--- src/rtl/cpu_pkg.sv ---
// Shared types for the sysbus CPU sequencer: opcodes, FSM states, ALU selects.
package cpu_pkg;

    localparam int unsigned CPU_WORD_W = 8;
    localparam int unsigned CPU_OP_W   = 3;

    typedef enum logic [2:0] {
        OP_LOAD  = 3'b000,
        OP_STORE = 3'b001,
        OP_ADD   = 3'b010,
        OP_SUB   = 3'b011,
        OP_XOR   = 3'b100,
        OP_BNE   = 3'b101,
        OP_BRA   = 3'b110,
        OP_HALT  = 3'b111
    } opcode_t;

    typedef enum logic [2:0] {
        S_IFETCH,
        S_IREAD,
        S_DECODE,
        S_EXEC,
        S_HALT
    } state_t;

    typedef enum logic [1:0] {
        ALU_PASS = 2'b00,
        ALU_ADD  = 2'b01,
        ALU_SUB  = 2'b10,
        ALU_XOR  = 2'b11
    } alu_op_t;

    function automatic alu_op_t alu_of(input opcode_t op);
        case (op)
            OP_ADD:  return ALU_ADD;
            OP_SUB:  return ALU_SUB;
            OP_XOR:  return ALU_XOR;
            default: return ALU_PASS;
        endcase
    endfunction

endpackage

--- src/rtl/seq_wait_counter.sv ---
// Memory wait-state counter; done while the held count equals the limit.
module seq_wait_counter (
    input  logic       clock,
    input  logic       n_reset,
    input  logic       clear,
    input  logic       enable,
    input  logic [3:0] limit,
    output logic       done
);

    logic [3:0] count_q;
    logic [3:0] count_d;

    always_comb begin
        count_d = count_q;
        if (clear) begin
            count_d = '0;
        end else if (enable) begin
            count_d = count_q + 4'd1;
        end
    end

    always_ff @(posedge clock or negedge n_reset) begin
        if (!n_reset) begin
            count_q <= '0;
        end else begin
            count_q <= count_d;
        end
    end

    assign done = (count_q == limit);

endmodule

--- src/rtl/cpu_sequencer.sv ---
// Fetch/decode/execute control unit for the 8-bit sysbus CPU.
module cpu_sequencer
    import cpu_pkg::*;
#(
    parameter int unsigned WORD_W   = CPU_WORD_W,
    parameter int unsigned OP_W     = CPU_OP_W,
    parameter int unsigned MEM_WAIT = 0
) (
    input  logic            clock,
    input  logic            n_reset,
    input  logic [OP_W-1:0] opcode,
    input  logic            z_flag,
    output logic            PC_bus,
    output logic            load_PC,
    output logic            INC_PC,
    output logic            load_IR,
    output logic            Addr_bus,
    output logic            load_MAR,
    output logic            MDR_bus,
    output logic            load_MDR,
    output logic            CS,
    output logic            R_NW,
    output logic            ACC_bus,
    output logic            load_ACC,
    output logic [1:0]      alu_op,
    output logic            halted
);

    if (WORD_W <= OP_W || OP_W != 3 || MEM_WAIT > 15) begin : g_bad_params
        $error("cpu_sequencer: unsupported WORD_W/OP_W/MEM_WAIT combination");
    end

    state_t  state_q;
    state_t  state_d;
    opcode_t op;
    logic    held;
    logic    wait_done;

    assign op   = opcode_t'(opcode);
    assign held = (state_q == S_IREAD) || (state_q == S_EXEC);

    // Clearing on the exiting cycle leaves the count at zero on every entry.
    seq_wait_counter u_wait (
        .clock   (clock),
        .n_reset (n_reset),
        .clear   (held && wait_done),
        .enable  (held && !wait_done),
        .limit   (4'(MEM_WAIT)),
        .done    (wait_done)
    );

    always_comb begin
        state_d = state_q;
        unique case (state_q)
            S_IFETCH: state_d = S_IREAD;
            S_IREAD:  if (wait_done) state_d = S_DECODE;
            S_DECODE: begin
                case (op)
                    OP_BRA, OP_BNE: state_d = S_IFETCH;
                    OP_HALT:        state_d = S_HALT;
                    default:        state_d = S_EXEC;
                endcase
            end
            S_EXEC:   if (wait_done) state_d = S_IFETCH;
            S_HALT:   state_d = S_HALT;
            default:  state_d = S_IFETCH;
        endcase
    end

    always_ff @(posedge clock or negedge n_reset) begin
        if (!n_reset) begin
            state_q <= S_IFETCH;
        end else begin
            state_q <= state_d;
        end
    end

    // Strobes are gated by n_reset so an asserted reset silences them instantly.
    always_comb begin
        PC_bus   = 1'b0;
        load_PC  = 1'b0;
        INC_PC   = 1'b0;
        load_IR  = 1'b0;
        Addr_bus = 1'b0;
        load_MAR = 1'b0;
        MDR_bus  = 1'b0;
        load_MDR = 1'b0;
        CS       = 1'b0;
        R_NW     = 1'b1;
        ACC_bus  = 1'b0;
        load_ACC = 1'b0;
        alu_op   = ALU_PASS;
        halted   = 1'b0;
        if (n_reset) begin
            unique case (state_q)
                S_IFETCH: begin
                    PC_bus   = 1'b1;
                    load_MAR = 1'b1;
                    INC_PC   = 1'b1;
                end
                S_IREAD: begin
                    CS      = 1'b1;
                    MDR_bus = 1'b1;
                    load_IR = wait_done;
                end
                S_DECODE: begin
                    case (op)
                        OP_BRA: begin
                            Addr_bus = 1'b1;
                            load_PC  = 1'b1;
                        end
                        OP_BNE: begin
                            Addr_bus = !z_flag;
                            load_PC  = !z_flag;
                        end
                        OP_HALT: ;
                        default: begin
                            Addr_bus = 1'b1;
                            load_MAR = 1'b1;
                        end
                    endcase
                end
                S_EXEC: begin
                    CS = 1'b1;
                    if (op == OP_STORE) begin
                        ACC_bus  = 1'b1;
                        load_MDR = 1'b1;
                        R_NW     = 1'b0;
                    end else begin
                        MDR_bus  = 1'b1;
                        alu_op   = alu_of(op);
                        load_ACC = wait_done;
                    end
                end
                S_HALT:  halted = 1'b1;
                default: ;
            endcase
        end
    end

    bus_exclusive: assert property (@(posedge clock)
        $onehot0({PC_bus, Addr_bus, MDR_bus, ACC_bus}));

endmodule

--- config.mk ---
export PLATFORM = sky130hd
export DESIGN_NAME = cpu_sequencer
export DESIGN_NICKNAME = d
export VERILOG_FILES = /design/src/rtl/cpu_pkg.sv /design/src/rtl/seq_wait_counter.sv /design/src/rtl/cpu_sequencer.sv
export SDC_FILE = /design/constraint.sdc
export NUM_CORES = 1
export LEC_CHECK = 0
export ABC_AREA = 0
export ABC_CLOCK_PERIOD_IN_PS = 3600
export BUFFER_PORTS_ARGS = -buffer_cell sky130_fd_sc_hd__buf_2
export CORE_AREA = 2 2 39 41
export CTS_BUF_LIST = sky130_fd_sc_hd__clkbuf_2 sky130_fd_sc_hd__clkbuf_4 sky130_fd_sc_hd__clkbuf_8
export DETAILED_ROUTE_END_ITERATION = 6
export DIE_AREA = 0 0 41 43
export PLACE_DENSITY = 0.75
export SLEW_MARGIN = 20
export SYNTH_ARGS = -nofsm -noshare
export SYNTH_HDL_FRONTEND = slang
export SYNTH_SLANG_ARGS = --single-unit
--- constraint.sdc ---
create_clock -name clock -period 3.6 [get_ports clock]
set_input_delay 0.18 -clock clock [delete_from_list [all_inputs] [get_ports clock]]
set_output_delay 0.18 -clock clock [all_outputs]
set_load 0.01 [all_outputs]
==> run_results.csv, run 1 <==
group,metric,value,unit
place,gp_congestion,0.753,
grt,grt_pass1_wl,1680,um
timing,setup_tns,0,ns
timing,rsz0062_at_grt,"false",
timing,finalHoldViolCount,0,
pwr,power_density,490,mW/mm2
route,vias_per_cell,5.09,
synth,netlist_area,554,um2
die,core,0.00138,mm2
timing,timing.final.crit_share,0.546,
die,rows,14,
die,die_w,41,um
finish,n_antenna_cell,0,
synth,synth_area_leader_cell,"dfrtp_1",
grt,grt_pass1_vias,452,
finish,layout_commonest_cell,"buf_2",
worst_setup_path,worstPathMaxFanout,11,
worst_setup_path,cp_common_cell,"buf_2",
finish,multi_input_area,317,um2
route,drtAntennaViolNets,0,
outcome,status,"finished, final reports clean",
pwr,total_power,0.327,mW
timing,worst_pin_slew,0.463,ns
grt,grt-ovfl-total,0,
cts,clock-sinks,7,
finish,fillers,154,
place,io_buffers,20,
die,io_pins,21,
cts,clk_path_buf_depth,2,
route,drc,0,
cts,cts_resized,0,
finish,layout-drive-gt1-share,0.322,
cts,htree_levels,1,
worst_setup_path,path_delay_family,"buffers and inverters",
timing,period_minus_slack,1.96,ns
pwr,power_leakage,0.331,nW
timing,relSlewSlack,0.691,
finish,area_growth,20.3,%
route,wire_per_inst,10.3,um
finish,final_cell_mix,"buf_2 (20), nand2_1 (8), nor2_1 (7), dfrtp_1 (7), nor3_1 (6)",
synth,synth_fp_nets,77,
die,start_util,0.401,
worst_setup_path,crit_path_start_kind,"input port",
job,drv_cap,0,
die,die_h,43,um
synth,ys_seq_area_frac,0.316,
route,wl,1060,um
worst_setup_path,required,3.42,ns
die,dieArea,0.00176,mm2
pwr,ir_drop,255,uV
synth,ys_types,28,
timing,max_freq,0.509,GHz
synth,yosys_register_bits,7,
worst_setup_path,critPathSlowestCell,"dlygate4sd3_1",
synth,ys_warn_count,0,
route,first_pass_iters,4,
worst_setup_path,critical_path_class,"input port to output pin",
finish,nets,96,
timing,setup_violations,0,
synth,avgSynthCellArea,8.03,um2
cts,clkTransAtPathRegs,0.05,ns
cts,cts-root-buf,"clkbuf_4",
place,post-dp-hpwl,831,um
cts,numCtsBuffers,3,
worst_setup_path,cp-end-kind,"output pin",
route,vias,524,
synth,synthTopCellsByArea,"dfrtp_1 (32%), nor3_1 (5.4%), nand2_1 (5.4%), nor2_1 (4.7%), ha_1 (4.5%)",
synth,syn_inst,69,
worst_setup_path,crit_chain,"dlygate4sd3_1 > buf_2 > or3b_2 > nor3_1 > buf_2",
cts,insertion_delay,0.24,ns
grt,grt_max_degree,13,
cts,postCtsSetupRepairBufs,0,
worst_hold_path,worstHoldPathType,"input port to asynchronous set/reset pin",
grt,antenna_found_initial,0,
worst_setup_path,cp_slowest_stage_delay,0.52,ns
timing,slew_viol_final,0,
finish,regArea,175,um2
cts,cts_tree,"done",
grt,grt_use_total,0.140,
synth,synth_top_area_frac,0.316,
worst_setup_path,critPathBufInv,3,
route,drtIter0Drc,5,
timing,finalClockSkew,0.00225,ns
worst_setup_path,cp.arrival,1.78,ns
routing by layer:
metal  up-vias  routed length [um]  global-route usage
met1       239                 499               0.163
met2        13                 506               0.222
met3         0                  52              0.0314
met4         0                   0              0.0800
met5         -                   0                   0
li1        272                   -                   -
timing repair:
item,CTS,global route
setup endpoints to repair,0,0
hold buffers,1,0
hold endpoints to repair,7,0
metrics by stage:
stage / instances / hold WS, ns / util / area [um2] / setup slack, ns
6_report: 103 / 0.315 / 0.482 / 667 / 1.64
2_1_floorplan: 69 / -0.116 / - / 554 / 1.99
3_3_place_gp: 98 / 0.0363 / 0.453 / 627 / 1.91
4_1_cts: 103 / 0.303 / 0.482 / 667 / 1.62
3_5_place_dp: 98 / 0.0413 / 0.453 / 627 / 1.89
5_1_grt: 103 / 0.329 / 0.482 / 667 / 1.42
Yosys cell counts:
cell type / count
clkbuf_1: 1
xnor2_1: 2
o21ai_0: 3
dfrtp_1: 7
inv_1: 4
nor3b_1: 3
nand2_1: 8
nor2b_1: 2
nor3_1: 6
clkbuf_2: 2
ha_1: 2
nand3b_1: 1
nand4_1: 2
mux2_2: 2
o211ai_1: 1
nand3_1: 2
nor4bb_1: 1
buf_2: 1
clkbuf_8: 1
a21oi_1: 3
a211oi_1: 1
buf_4: 2
or3b_2: 1
or3b_4: 1
nor2_1: 7
o311ai_1: 1
nand2b_1: 1
or4b_1: 1
area by class of cell:
cell class | instances | share of cell area
inverter | 4 | 0.0225
tap | 16 | 0.0300
timing repair buffer | 21 | 0.165
sequential | 7 | 0.263
clock buffer | 4 | 0.0450
multi-input combinational | 51 | 0.475
worst register-to-register path, delay by kind of cell (launching register included):
kind | cells | cell delay (ns)
flip-flops | 1 | 0.39
adder cells (fa/ha/maj) | 1 | 0.17
AO/OA/AOI/OAI | 1 | 0.09
AND/OR/NAND/NOR | 2 | 0.88
buffers and inverters | 1 | 0.09
final timing paths:
kind	slack, ns	to	from	depth (start not counted)
worst min-delay path	0.32	u_wait.count_q[1]$_DFFE_PN0P_	n_reset	2
worst max register to register	1.88	state_q[1]$_DFFE_PN0P_	u_wait.count_q[0]$_DFFE_PN0P_	5
max in group asynchronous	3.11	state_q[0]$_DFFE_PN0P_	n_reset	2
worst max-delay path	1.64	load_PC	n_reset	5
worst min register to register	0.51	u_wait.count_q[3]$_DFFE_PN0P_	u_wait.count_q[3]$_DFFE_PN0P_	1
min in group clock	0.33	state_q[1]$_DFFE_PN0P_	opcode[2]	4
sequential cells by signal, indices dropped and copies added (netlist names):
| name | flops |
|---|---|
| u_wait.count_q | 4 |
| state_q | 3 |
kinds of logic after synthesis:
group | count (synthesis) | share of synthesized area
and+or+nand+nor | 36 | 0.357
buffers and inverters | 11 | 0.113
AOI/OAI and AO/OA | 9 | 0.0971
DFF | 7 | 0.316
xor gates and xnor gates | 2 | 0.0316
muxes | 2 | 0.0406
adders and majority gates | 2 | 0.0451
power breakdown:
part / switching (mW) / internal (mW) / leakage (nW)
Combinational: 0.0715 / 0.0576 / 0.219
Sequential: 0.0302 / 0.0915 / 0.0939
Clock: 0.0261 / 0.0496 / 0.0184
No activity file was read; power rests on OpenSTA's default activity.
==> run 2, diff against run 1 <==
Settings changed: ABC_CLOCK_PERIOD_IN_PS 3600 to 1900.
Clock period 3.6 ns to 1.9 ns, I/O delays scaled along.
==> run 2 against run 1 <==
Net effect:
- sequential power grew 88%
- design area grew 1.1%
- total power grew 93%
- clock-buffer cell count is the same
- critical endpoint unchanged
- highest routed layer unchanged
==> run_results.csv, run 2 (synthesis results as in run 1) <==
group,metric,value,unit
outcome,status,"finished, final reports clean",
finish,reg.largest.list,"u_wait.count_q x4, state_q x3",
cts,cts_resized,0,
cts,cts_hold_buf,1,
worst_setup_path,worstPathMaxFanout,11,
cts,clkTransAtPathRegs,0.05,ns
die,die_w,41,um
place,gp_congestion,0.710,
timing,worst_pin_slew,0.376,ns
worst_setup_path,cp-end-kind,"output pin",
finish,regArea,175,um2
worst_setup_path,crit_chain,"dlygate4sd3_1 > buf_2 > or3b_2 > nor3_1 > buf_2",
cts,cts-root-buf,"clkbuf_4",
job,drv_cap,0,
finish,n_antenna_cell,0,
finish,post-route-util,0.487,
worst_setup_path,crit_path_start_kind,"input port",
worst_setup_path,critPathSlowestCell,"dlygate4sd3_1",
worst_hold_path,worstHoldPathType,"input port to asynchronous set/reset pin",
grt,antenna_found_initial,0,
route,wl,1050,um
worst_setup_path,required,1.80,ns
finish,nets,97,
timing,relSlewSlack,0.749,
route,wire_per_inst,10.1,um
worst_setup_path,r2r_slack,0.22,ns
worst_setup_path,cp_slowest_stage_delay,0.52,ns
timing,setup_violations,0,
pwr,ir_drop,438,uV
pwr,power_leakage,0.336,nW
timing,finalHoldViolCount,0,
finish,layout_commonest_cell,"buf_2",
finish,largest_register_ffs,4,
die,die_h,43,um
timing,slew_viol_final,0,
die,core,0.00138,mm2
cts,clk_path_buf_depth,2,
finish,multi_input_area,317,um2
grt,grt-ovfl-total,0,
cts,insertion_delay,0.24,ns
pwr,power_density,933,mW/mm2
timing,setup_tns,0,ns
timing,rsz0062_at_grt,"false",
route,first_pass_iters,4,
worst_setup_path,critical_path_class,"input port to output pin",
finish,top_register,"u_wait.count_q",
timing,finalClockSkew,0.00165,ns
timing,timing.final.crit_share,0.947,
cts,postCtsSetupRepairBufs,0,
die,start_util,0.401,
grt,grt_pass1_wl,1590,um
die,io_pins,21,
route,drtAntennaViolNets,0,
route,drc,0,
timing,max_freq,0.556,GHz
grt,grt_use_total,0.132,
place,io_buffers,20,
cts,clock-sinks,7,
worst_setup_path,cp.arrival,1.70,ns
grt,grt_max_degree,13,
cts,htree_levels,1,
route,vias_per_cell,5.03,
finish,area_growth,21.7,%
finish,fillers,146,
cts,numCtsBuffers,3,
route,vias,523,
timing,period_minus_slack,1.80,ns
timing,hold_slack,0.236,ns
finish,final_cell_mix,"buf_2 (20), nand2_1 (8), nor2_1 (7), dfrtp_1 (7), nor3_1 (6)",
die,rows,14,
die,dieArea,0.00176,mm2
finish,layout-drive-gt1-share,0.330,
route,drtIter0Drc,6,
worst_setup_path,cp_common_cell,"buf_2",
cts,cts_tree,"done",
grt,grt_pass1_vias,436,
## run 2: changes by cell type in the layout (fill, tap and decap cells not counted), sizes merged
cell | previous run | this run
buf | 20 | 21
## run 2: final timing paths
kind                                               startpoint                            end  cells after the start
worst min-delay path                                  n_reset  u_wait.count_q[3]$_DFFE_PN0P_                      2
worst max-delay path                                  n_reset                        load_PC                      5
worst max register to register  u_wait.count_q[0]$_DFFE_PN0P_         state_q[1]$_DFFE_PN0P_                      5
min in group clock                                  opcode[2]         state_q[1]$_DFFE_PN0P_                      4
worst min register to register  u_wait.count_q[3]$_DFFE_PN0P_  u_wait.count_q[3]$_DFFE_PN0P_                      1
max in group asynchronous                             n_reset  u_wait.count_q[2]$_DFFE_PN0P_                      2
## run 2: final cells by class
| cell class | count | share of cell area |
|---|---|---|
| multi-input cells | 51 | 0.469 |
| flip-flops and latches | 7 | 0.260 |
| repair buffers | 22 | 0.174 |
| clock buffers | 4 | 0.0445 |
| well taps | 16 | 0.0297 |
| inverters | 4 | 0.0223 |
## run 2: critical path, delay by kind of cell
family        cells  cell delay, ns
buf+inv           3            0.90
simple gates      2            0.70
## run 2: report_power, final
part	internal, mW	total [mW]	switching (mW)
Combinational	0.123	0.257	0.134
Sequential	0.174	0.229	0.0556
Clock	0.0940	0.142	0.0484
Total	0.391	0.629	0.238
## run 2: stage by stage
step           setup slack (ns)  power, mW  instances  instance area (um2)
2_1_floorplan             0.294      0.439         69                  554
3_3_place_gp              0.270      0.485         99                  634
3_5_place_dp              0.219      0.490         99                  634
4_1_cts                  0.0846      0.641        104                  674
5_1_grt                  0.0278      0.690        104                  674
6_report                  0.100      0.629        104                  674
## run 2: layer usage
metal	share of wire	vias up	GRT usage	wire length, um
met5	0	-	0	0
met4	0	0	0.0600	0
met3	0.055	0	0.0471	58
met2	0.48	13	0.222	504
met1	0.46	235	0.136	483
li1	-	275	-	-
